===== config.mk =====
export PLATFORM = sky130hd
export DESIGN_NAME = axi_master_line_fetch
export DESIGN_NICKNAME = d
export VERILOG_FILES = /design/src/rtl/axi_pkg.sv /design/src/rtl/axi_line_buffer.sv /design/src/rtl/axi_master_line_fetch.sv
export SDC_FILE = /design/constraint.sdc
export NUM_CORES = 1
export LEC_CHECK = 0
export ABC_AREA = 1
export BUFFER_PORTS_ARGS = -buffer_cell sky130_fd_sc_hd__clkbuf_2
export CORE_MARGIN = 8
export CORE_UTILIZATION = 53
export DETAILED_ROUTE_END_ITERATION = 10
export PLACE_DENSITY = 0.85
export SYNTH_ARGS = -nofsm -noshare
export SYNTH_HDL_FRONTEND = slang
export SYNTH_SLANG_ARGS = --single-unit

===== constraint.sdc =====
create_clock -name clk -period 5.21 [get_ports clk]
set_input_delay 0.521 -clock clk [delete_from_list [all_inputs] [get_ports clk]]
set_output_delay 0.521 -clock clk [all_outputs]
set_load 0.05 [all_outputs]

===== src/rtl/axi_pkg.sv =====
`default_nettype none
// +-------------------------------------------------------------------+
// | axi_pkg: shared AXI4 encodings and line-fetch FSM state type       |
// | Rev 1.0                                                            |
// +-------------------------------------------------------------------+
package axi_pkg;

    localparam logic [1:0] AXI_BURST_INCR = 2'b01;
    localparam logic [2:0] AXI_SIZE_4B    = 3'b010;

    localparam logic [1:0] AXI_RESP_OKAY   = 2'b00;
    localparam logic [1:0] AXI_RESP_EXOKAY = 2'b01;
    localparam logic [1:0] AXI_RESP_SLVERR = 2'b10;
    localparam logic [1:0] AXI_RESP_DECERR = 2'b11;

    typedef enum logic [1:0] {
        IDLE = 2'd0,
        ADDR = 2'd1,
        DATA = 2'd2,
        RESP = 2'd3
    } state_e;

endpackage
`default_nettype wire


===== src/rtl/axi_line_buffer.sv =====
`default_nettype none
// +-------------------------------------------------------------------+
// | axi_line_buffer: BEATS x DATA_WIDTH slots, indexed write, flat out |
// | Rev 1.0                                                            |
// +-------------------------------------------------------------------+
module axi_line_buffer #(
    parameter int BEATS      = 8,
    parameter int DATA_WIDTH = 32,
    parameter int IDX_W      = 3
) (
    input  logic                        clk,
    input  logic                        rst,
    input  logic                        we,
    input  logic [IDX_W-1:0]            idx,
    input  logic [DATA_WIDTH-1:0]       wdata,
    output logic [BEATS*DATA_WIDTH-1:0] line
);

    for (genvar k = 0; k < BEATS; k++) begin : g_slot
        logic [DATA_WIDTH-1:0] slot_q;
        logic [DATA_WIDTH-1:0] slot_d;

        always_comb begin
            slot_d = slot_q;
            if (we && (idx == IDX_W'(k))) begin
                slot_d = wdata;
            end
        end

        always_ff @(posedge clk) begin
            if (rst) begin
                slot_q <= '0;
            end else begin
                slot_q <= slot_d;
            end
        end

        assign line[k*DATA_WIDTH +: DATA_WIDTH] = slot_q;
    end

endmodule
`default_nettype wire


===== src/rtl/axi_master_line_fetch.sv =====
`default_nettype none
// +-------------------------------------------------------------------+
// | axi_master_line_fetch: one INCR AR burst per cache-line request,   |
// | R beats collected into a line buffer. Option: AXI_RD_TIMEOUT_EN    |
// | Rev 1.0                                                            |
// +-------------------------------------------------------------------+
module axi_master_line_fetch
    import axi_pkg::*;
#(
    parameter int ADDR_WIDTH     = 32,
    parameter int DATA_WIDTH     = 32,
    parameter int BEATS          = 8,
    parameter int LEN_WIDTH      = 8,
    parameter int TIMEOUT_CYCLES = 1024
) (
    input  logic                        clk,
    input  logic                        rst,
    input  logic                        req_valid,
    output logic                        req_ready,
    input  logic [ADDR_WIDTH-1:0]       req_addr,
    output logic                        resp_valid,
    input  logic                        resp_ready,
    output logic [BEATS*DATA_WIDTH-1:0] resp_line,
    output logic                        resp_err,
    output logic                        ARVALID,
    input  logic                        ARREADY,
    output logic [ADDR_WIDTH-1:0]       ARADDR,
    output logic [LEN_WIDTH-1:0]        ARLEN,
    output logic [2:0]                  ARSIZE,
    output logic [1:0]                  ARBURST,
    input  logic                        RVALID,
    output logic                        RREADY,
    input  logic [DATA_WIDTH-1:0]       RDATA,
    input  logic                        RLAST,
    input  logic [1:0]                  RRESP
);

    localparam int c_cnt_w = (BEATS > 1) ? $clog2(BEATS) : 1;
    localparam logic [ADDR_WIDTH-1:0] c_line_mask = ~(ADDR_WIDTH'(BEATS*4 - 1));

    state_e                  state_q, state_d;
    logic [ADDR_WIDTH-1:0]   araddr_q, araddr_d;
    logic [c_cnt_w-1:0]      beat_cnt_q, beat_cnt_d;
    logic                    err_q, err_d;

    logic w_ar_hs;
    logic w_r_hs;
    logic w_cnt_last;
    logic w_timeout;

    assign w_ar_hs    = (state_q == ADDR) && ARREADY;
    assign w_r_hs     = (state_q == DATA) && RVALID;
    assign w_cnt_last = (beat_cnt_q == c_cnt_w'(BEATS - 1));

    assign req_ready  = (state_q == IDLE);
    assign ARVALID    = (state_q == ADDR);
    assign RREADY     = (state_q == DATA);
    assign resp_valid = (state_q == RESP);
    assign resp_err   = err_q;
    assign ARADDR     = araddr_q;
    assign ARLEN      = LEN_WIDTH'(BEATS - 1);
    assign ARSIZE     = AXI_SIZE_4B;
    assign ARBURST    = AXI_BURST_INCR;

    always_comb begin
        state_d    = state_q;
        araddr_d   = araddr_q;
        beat_cnt_d = beat_cnt_q;
        err_d      = err_q;
        case (state_q)
            IDLE: begin
                if (req_valid) begin
                    araddr_d   = req_addr & c_line_mask;
                    beat_cnt_d = '0;
                    err_d      = 1'b0;
                    state_d    = ADDR;
                end
            end
            ADDR: begin
                if (ARREADY) begin
                    state_d = DATA;
                end
            end
            DATA: begin
                if (RVALID) begin
                    if (RRESP != AXI_RESP_OKAY) begin
                        err_d = 1'b1;
                    end
                    // Early RLAST or RLAST missing on the final slot
                    if (RLAST ^ w_cnt_last) begin
                        err_d = 1'b1;
                    end
                    if (RLAST || w_cnt_last) begin
                        state_d = RESP;
                    end else begin
                        beat_cnt_d = beat_cnt_q + c_cnt_w'(1);
                    end
                end
            end
            RESP: begin
                if (resp_ready) begin
                    state_d = IDLE;
                end
            end
            default: state_d = IDLE;
        endcase
        if (w_timeout) begin
            err_d   = 1'b1;
            state_d = RESP;
        end
    end

    always_ff @(posedge clk) begin
        if (rst) begin
            state_q    <= IDLE;
            araddr_q   <= '0;
            beat_cnt_q <= '0;
            err_q      <= 1'b0;
        end else begin
            state_q    <= state_d;
            araddr_q   <= araddr_d;
            beat_cnt_q <= beat_cnt_d;
            err_q      <= err_d;
        end
    end

`ifdef AXI_RD_TIMEOUT_EN
    localparam int c_wd_w = $clog2(TIMEOUT_CYCLES + 1);

    logic [c_wd_w-1:0] wdog_q, wdog_d;
    logic              w_waiting;

    assign w_waiting = ((state_q == ADDR) || (state_q == DATA)) && !w_ar_hs && !w_r_hs;
    // Fires on the edge where the count would reach TIMEOUT_CYCLES
    assign w_timeout = w_waiting && (wdog_q == c_wd_w'(TIMEOUT_CYCLES - 1));

    always_comb begin
        wdog_d = '0;
        if (w_waiting) begin
            wdog_d = wdog_q + c_wd_w'(1);
        end
    end

    always_ff @(posedge clk) begin
        if (rst) begin
            wdog_q <= '0;
        end else begin
            wdog_q <= wdog_d;
        end
    end
`else
    logic unused_timeout_cfg;

    assign w_timeout          = 1'b0;
    assign unused_timeout_cfg = (TIMEOUT_CYCLES != 0);
`endif

    axi_line_buffer #(
        .BEATS      (BEATS),
        .DATA_WIDTH (DATA_WIDTH),
        .IDX_W      (c_cnt_w)
    ) u_line_buffer (
        .clk   (clk),
        .rst   (rst),
        .we    (w_r_hs),
        .idx   (beat_cnt_q),
        .wdata (RDATA),
        .line  (resp_line)
    );

endmodule
`default_nettype wire


# Word-level counts from Yosys, hierarchy flattened
# Index checks and enable logic that the tools add are counted.
dict set report word_totals {
  ff_bits 289
  input_bits 73
}
dict set report op_classes {
  bitwise 1
  n_addsub 1
  n_reduce_logical 18
  eq_ne 17
  mux 15
}
# operator count
set ops {}
lappend ops {{equality test 3 bit (second input constant)} 4}
lappend ops {{2-to-1 mux 2 bit} 5}
lappend ops {{logical AND 1 bit} 9}
lappend ops {{2-to-1 mux 3 bit} 3}
lappend ops {{case mux 2 bit (4 select lines)} 1}
lappend ops {{AND reduction 4 bit} 2}
lappend ops {{equality test 3 x 2 -> 1 bit (second input constant)} 2}
lappend ops {{inequality test 2 x 1 -> 1 bit (second input constant)} 3}
lappend ops {{inequality test 2 bit (second input constant)} 3}
lappend ops {{case mux 3 bit (2 select lines)} 1}
lappend ops {{AND reduction 5 bit} 1}
lappend ops {{equality test 2 bit (second input constant)} 2}
lappend ops {{2-to-1 mux 1 bit} 4}
lappend ops {{nonzero test 2 bit} 2}
lappend ops {{adder 3 x 1 -> 3 bit (second input constant)} 1}
lappend ops {{equality test 3 x 1 -> 1 bit (second input constant)} 1}
lappend ops {{logical NOT 3 bit} 1}
lappend ops {{inequality test 3 x 1 -> 1 bit (second input constant)} 1}
lappend ops {{equality test 2 x 1 -> 1 bit (second input constant)} 1}
lappend ops {{logical NOT 2 bit} 1}
lappend ops {{case mux 1 bit (2 select lines)} 1}
lappend ops {{AND reduction 2 bit} 1}
lappend ops {{logical OR 1 bit} 1}
lappend ops {{XOR 1 bit} 1}

# Logic depth before layout (Yosys ltp)
dict set report depth {
  depth_word 5
  depth_mapped 12
  mapped_depth_nobuf 10
}

# Cells and area by module
# A second synthesis with hierarchy kept.
dict set report unflattened {
  hier_cells 1642
  hier_area_um2 11558.6
}
# mod n_inst area_per_inst_um2 cells_each
set by_module_without_submodules {}
lappend by_module_without_submodules {axi_line_buffer 1 10028.4 1437}
lappend by_module_without_submodules {axi_master_line_fetch 1 1530.2 205}

# Worst setup path after synthesis
# No wires, ideal clock.
dict set report synth_timing {
  path_kind {reg-to-reg}
  from {reg beat_cnt_q[2]}
  to {reg beat_cnt_q[2]}
  setup_time_ns 0.070
  arrival_time_ns 1.869
  synth_period_minus_slack_ns 1.939
  stages_incl_launch_ff 11
  setup_slack_ns 3.271
  cell_sequence {dfxtp_1 > ha_1 > clkbuf_1 > clkbuf_1 > inv_1 > ha_1 > nand2_1 > o21ai_0 > nand2_1 > nand2_1 > a21oi_1}
}
dict set report synth_via {
  elab_chain_cells 4
  elab_cells_between_ends 8
  classes_between {add/sub: 1; eq/ne: 2; mux: 3; reduce/logical: 2}
}
# element line
set synth_lines {}
lappend synth_lines {{start, declared} axi_master_line_fetch.sv:43} ;# logic [c_cnt_w-1:0] beat_cnt_q, beat_cnt_d;
lappend synth_lines {{start signal, assigned} axi_master_line_fetch.sv:122} ;# beat_cnt_q <= beat_cnt_d;
lappend synth_lines {{adder 3 x 1 -> 3 bit or equality test 3 bit (tied branches)} {axi_master_line_fetch.sv:96, axi_master_line_fetch.sv:53}}
lappend synth_lines {{2-to-1 mux 3 bit or logical OR 1 bit (tied branches)} axi_master_line_fetch.sv:93} ;# if (RLAST || w_cnt_last) begin
lappend synth_lines {{2-to-1 mux 3 bit or inequality test 2 bit (tied branches)} -}
lappend synth_lines {{case mux 3 bit (2 select lines) or AND reduction 4 bit (tied branches)} -}
# Several ways; a longest one is shown, not always the timed one. The select of a mux whose other input is x is not followed.
# A chain may end at the register's enable or synchronous reset.

# Worst setup path in the final report
dict set report layout_timing {
  from {reg state_q[0]}
  to {reg u_line_buffer.g_slot[0].slot_q[19]}
}
dict set report layout_via {
  elab_chain_cells 3
}
# element line
set layout_lines {}
lappend layout_lines {{start, declared} axi_master_line_fetch.sv:41} ;# state_e state_q, state_d;
lappend layout_lines {{start signal, assigned} axi_master_line_fetch.sv:120} ;# state_q <= state_d;
lappend layout_lines {{equality test 2 bit} axi_master_line_fetch.sv:52} ;# assign w_r_hs = (state_q == DATA) && RVALID;
lappend layout_lines {{logical AND 1 bit} axi_master_line_fetch.sv:52}
lappend layout_lines {{logical AND 1 bit} axi_line_buffer.sv:25} ;# if (we && (idx == IDX_W'(k))) begin
lappend layout_lines {{end signal, assigned} axi_line_buffer.sv:34} ;# slot_q <= slot_d;
lappend layout_lines {{end, declared} axi_line_buffer.sv:20} ;# logic [DATA_WIDTH-1:0] slot_q;
# Every way passes these cells.

==> impl_results.md <==
* Status: finished clean
* Final critical-path setup slack at 1.67 ns
* TritonCTS Sinks at 289
* Mapped Cells at 1336
* Root cell of the clock tree: clkbuf_16
* First-pass GRT wire length at 53.2 mm
* Worst IR Drop VDD at 289 µV
* Setup repair bufs after CTS at 0
* Resized cells post-CTS at 0
* Total core area at 0.0194 mm²
* Residual DRC at 0
* Synth Cell Area at 0.0105 mm²
* Max-slew violations at 0
* Clock transition at path regs at 0.06 ns
* Num CTS Buffers at 28
* Dominant cells by area after synthesis: dfxtp_1 (55%), nor2_1 (16%), o21ai_0 (9.9%)
* Overall Global Routing Usage at 27.1%
* Gpl congestion at 0.814
* Detail Placement HPWL at 23.3 mm
* Synth warn at 0
* Final TNS setup at 0 ns
* Detailed-route via count at 10200
* Area Overhead vs Synth at 24.7%
* Dpl ws at 1.74 ns
* Design Area, Final at 0.0131 mm²
* Post-synthesis cell type with the largest combined area: dfxtp_1
* CP max FO at 71
* Post-Synth Simple-Gate Area at 23.0%
* Rows at 51
* Post-DP Area at 0.0121 mm²
* Setup CP Type: reg2reg
* Data required, critical path at 5.68 ns
* Pwr Total at 0.00559 W
* Most common cell on crit path: nor2_1
* Worst Hold Path Cells at 3
* XOR/XNOR Fraction of Synth Area at 0%
* Post-route minimum period at 3.54 ns
* FF/Latch Area at 0.00579 mm²
* Total gr overflow at 0
* Worst path cell trace: inv_1, ha_1, nand2_2, inv_4, nand3_2, inv_2, nor2_1, nor2_1
* Slew margin rel. at 16.8%
* Power per Cell Area at 428 mW/mm²
* Crit. End Element: flop
* RSZ-0062 raised after global routing: false
* #FFs+latches synth at 289
* Vias in the first global route at 9876
* Peak Freq at 282 MHz
* Average wire per standard cell at 18.2 µm
* Critical Path Start Type: flop
* Die extent in y at 157 µm
* Diode count at 0
* Avg Cell Area, Syn at 7.84 µm²
* Number of nets with antenna violations after routing at 0
* Synth Area in Compound Gates at 13.8%
* Horiz. Die Dim at 157 µm
* Initial cell density of the core at 54.0%
* Layout Nets at 1717
* Multi-input gate area at 0.00406 mm²
* Io pins at 379
* DRT Wirelength at 34.9 mm
* Main combinational cell family by area after synthesis: simple AND/OR/NAND/NOR gates
* Die area at 0.0245 mm²
* Worst clock skew at 0.00895 ns
* Quantity of I/O buffers inserted on ports at 355
* Yosys top cell area share at 55.2%
* Hold Vio Cnt, Final at 0
* TritonRoute pass-1 iters at 5
* Max cap viols at 0
* Pin count of the biggest net entering global routing at 99
* Final setup viols at 0
* Mux contribution to synthesized area at 0%
* CTS hold repair buffers at 0
* H-tree lvl count at 1
* CTS tree: built
* # fillers at 1606
* Critical-path top delay cell: inv_2
* Hold Crit Class: in2reg
* Initial antenna violation count at 0
* Leak at 5.79 nW
* Share of layout cells above drive strength 1 at 25.7%
* Initial DRC Count at 613
* CP arrival at 4.01 ns
* Clock Tree Buf Depth at 3
* Measured slew at the worst slew-check pin at 1.25 ns
* Period utilization at 68.0%
* Vias per cell at 5.31
* Worst-skew pair later-pin latency at 0.53 ns
* Post-Synth Adder-Cell Area at 1.31%
* Slowest stage delay, CP at 0.91 ns
* Sequential-to-total area share from yosys stat at 55.2%
* Cell depth of the worst flop-to-flop path at 8
* Synth cell types at 20
layer usage:
layer	track usage, %	part of all wire (%)
met4	12.1	4.0
met1	31.3	38
met2	46.4	47
met5	0	0
met3	7.23	11
path summary, 6_finish.rpt:
kind	startpoint	end	slack, ns
max reg2reg	state_q[0]	u_line_buffer.g_slot[0].slot_q[19]	1.67
max	state_q[0]	u_line_buffer.g_slot[0].slot_q[19]	1.67
min	req_addr[15]	ARADDR[15]	0.23
min reg2reg	u_line_buffer.g_slot[7].slot_q[22]	u_line_buffer.g_slot[7].slot_q[22]	0.46
area by class of cell:
type                            instances  area share [%]
Clock inverter                         10           0.642
Timing Repair Buffer                  362            14.0
Inverter                               27           0.814
Tap cell                              265            2.54
Clock buffer                           42            6.62
Sequential cell                       289            44.3
Multi-Input combinational cell        925            31.1
per-stage QoR:
stage / util (%) / hold WS [ns] / instances
floorplan: - / 0.472 / 1352
global placement: 62.5 / 0.448 / 1868
detailed placement: 62.5 / 0.451 / 1868
CTS: 67.3 / 0.218 / 1920
global route: 67.3 / 0.231 / 1920
finish: 67.3 / 0.228 / 1920
cells in the mapped netlist:
| master | number |
|---|---|
| buf_4 | 40 |
| nand2_1 | 82 |
| a21oi_1 | 67 |
| o21ai_1 | 14 |
| inv_2 | 6 |
| inv_4 | 1 |
| buf_1 | 1 |
| nand3_2 | 5 |
| nand2_2 | 1 |
| clkbuf_1 | 57 |
| buf_2 | 13 |
| dfxtp_1 | 289 |
| nor3_4 | 1 |
| nand3_1 | 67 |
| ha_1 | 11 |
| clkinv_1 | 1 |
| inv_1 | 19 |
| o21ai_0 | 208 |
| nor2_1 | 451 |
| conb_1 | 2 |
cell usage in the layout, fill, tap and decap left out, types with 7 or more instances in the layout:
cell,netlist,layout
clkbuf_16,0,29
inv_1,19,18
a21oi_1,67,67
ha_1,11,10
dfxtp_1,289,289
clkbuf_2,0,355
conb_1,2,18
nand2_1,82,82
buf_4,40,7
nand3_1,67,67
o21ai_0,208,208
nor2_1,451,451
clkbuf_8,0,9
o21ai_1,14,14
worst max-delay path: cells and delay by family, from the launching register on:
family | cells | cell delay [ns]
buf+inv | 3 | 1.58
flops | 1 | 0.34
fa+ha+maj | 1 | 0.29
simple gates | 4 | 1.24
kinds of logic (layout without fill, tap and decap cells):
logic type               after synthesis  after routing
AND/OR/NAND/NOR                      607            607
AO/OA/AOI/OAI                        289            289
flip-flops                           289            289
buffers and inverters                138            441
adder cells (fa/ha/maj)               11             11
other                                  2             18
report_power, final:
group | switching (W) | internal, W | leakage (nW)
registers | 0.0000666 | 0.00234 | 2.34
clock network | 0.000854 | 0.00120 | 0.469
logic | 0.000899 | 0.000231 | 2.99
total | 0.00182 | 0.00377 | 5.79
registers in the layout (all words and copies together) (netlist names):
| register | flops |
|---|---|
| resp_err | 1 |
| u_line_buffer.g_slot.slot_q | 256 |
| state_q | 2 |
| beat_cnt_q | 3 |
| ARADDR | 27 |
Power figures use the tool's default switching activity.
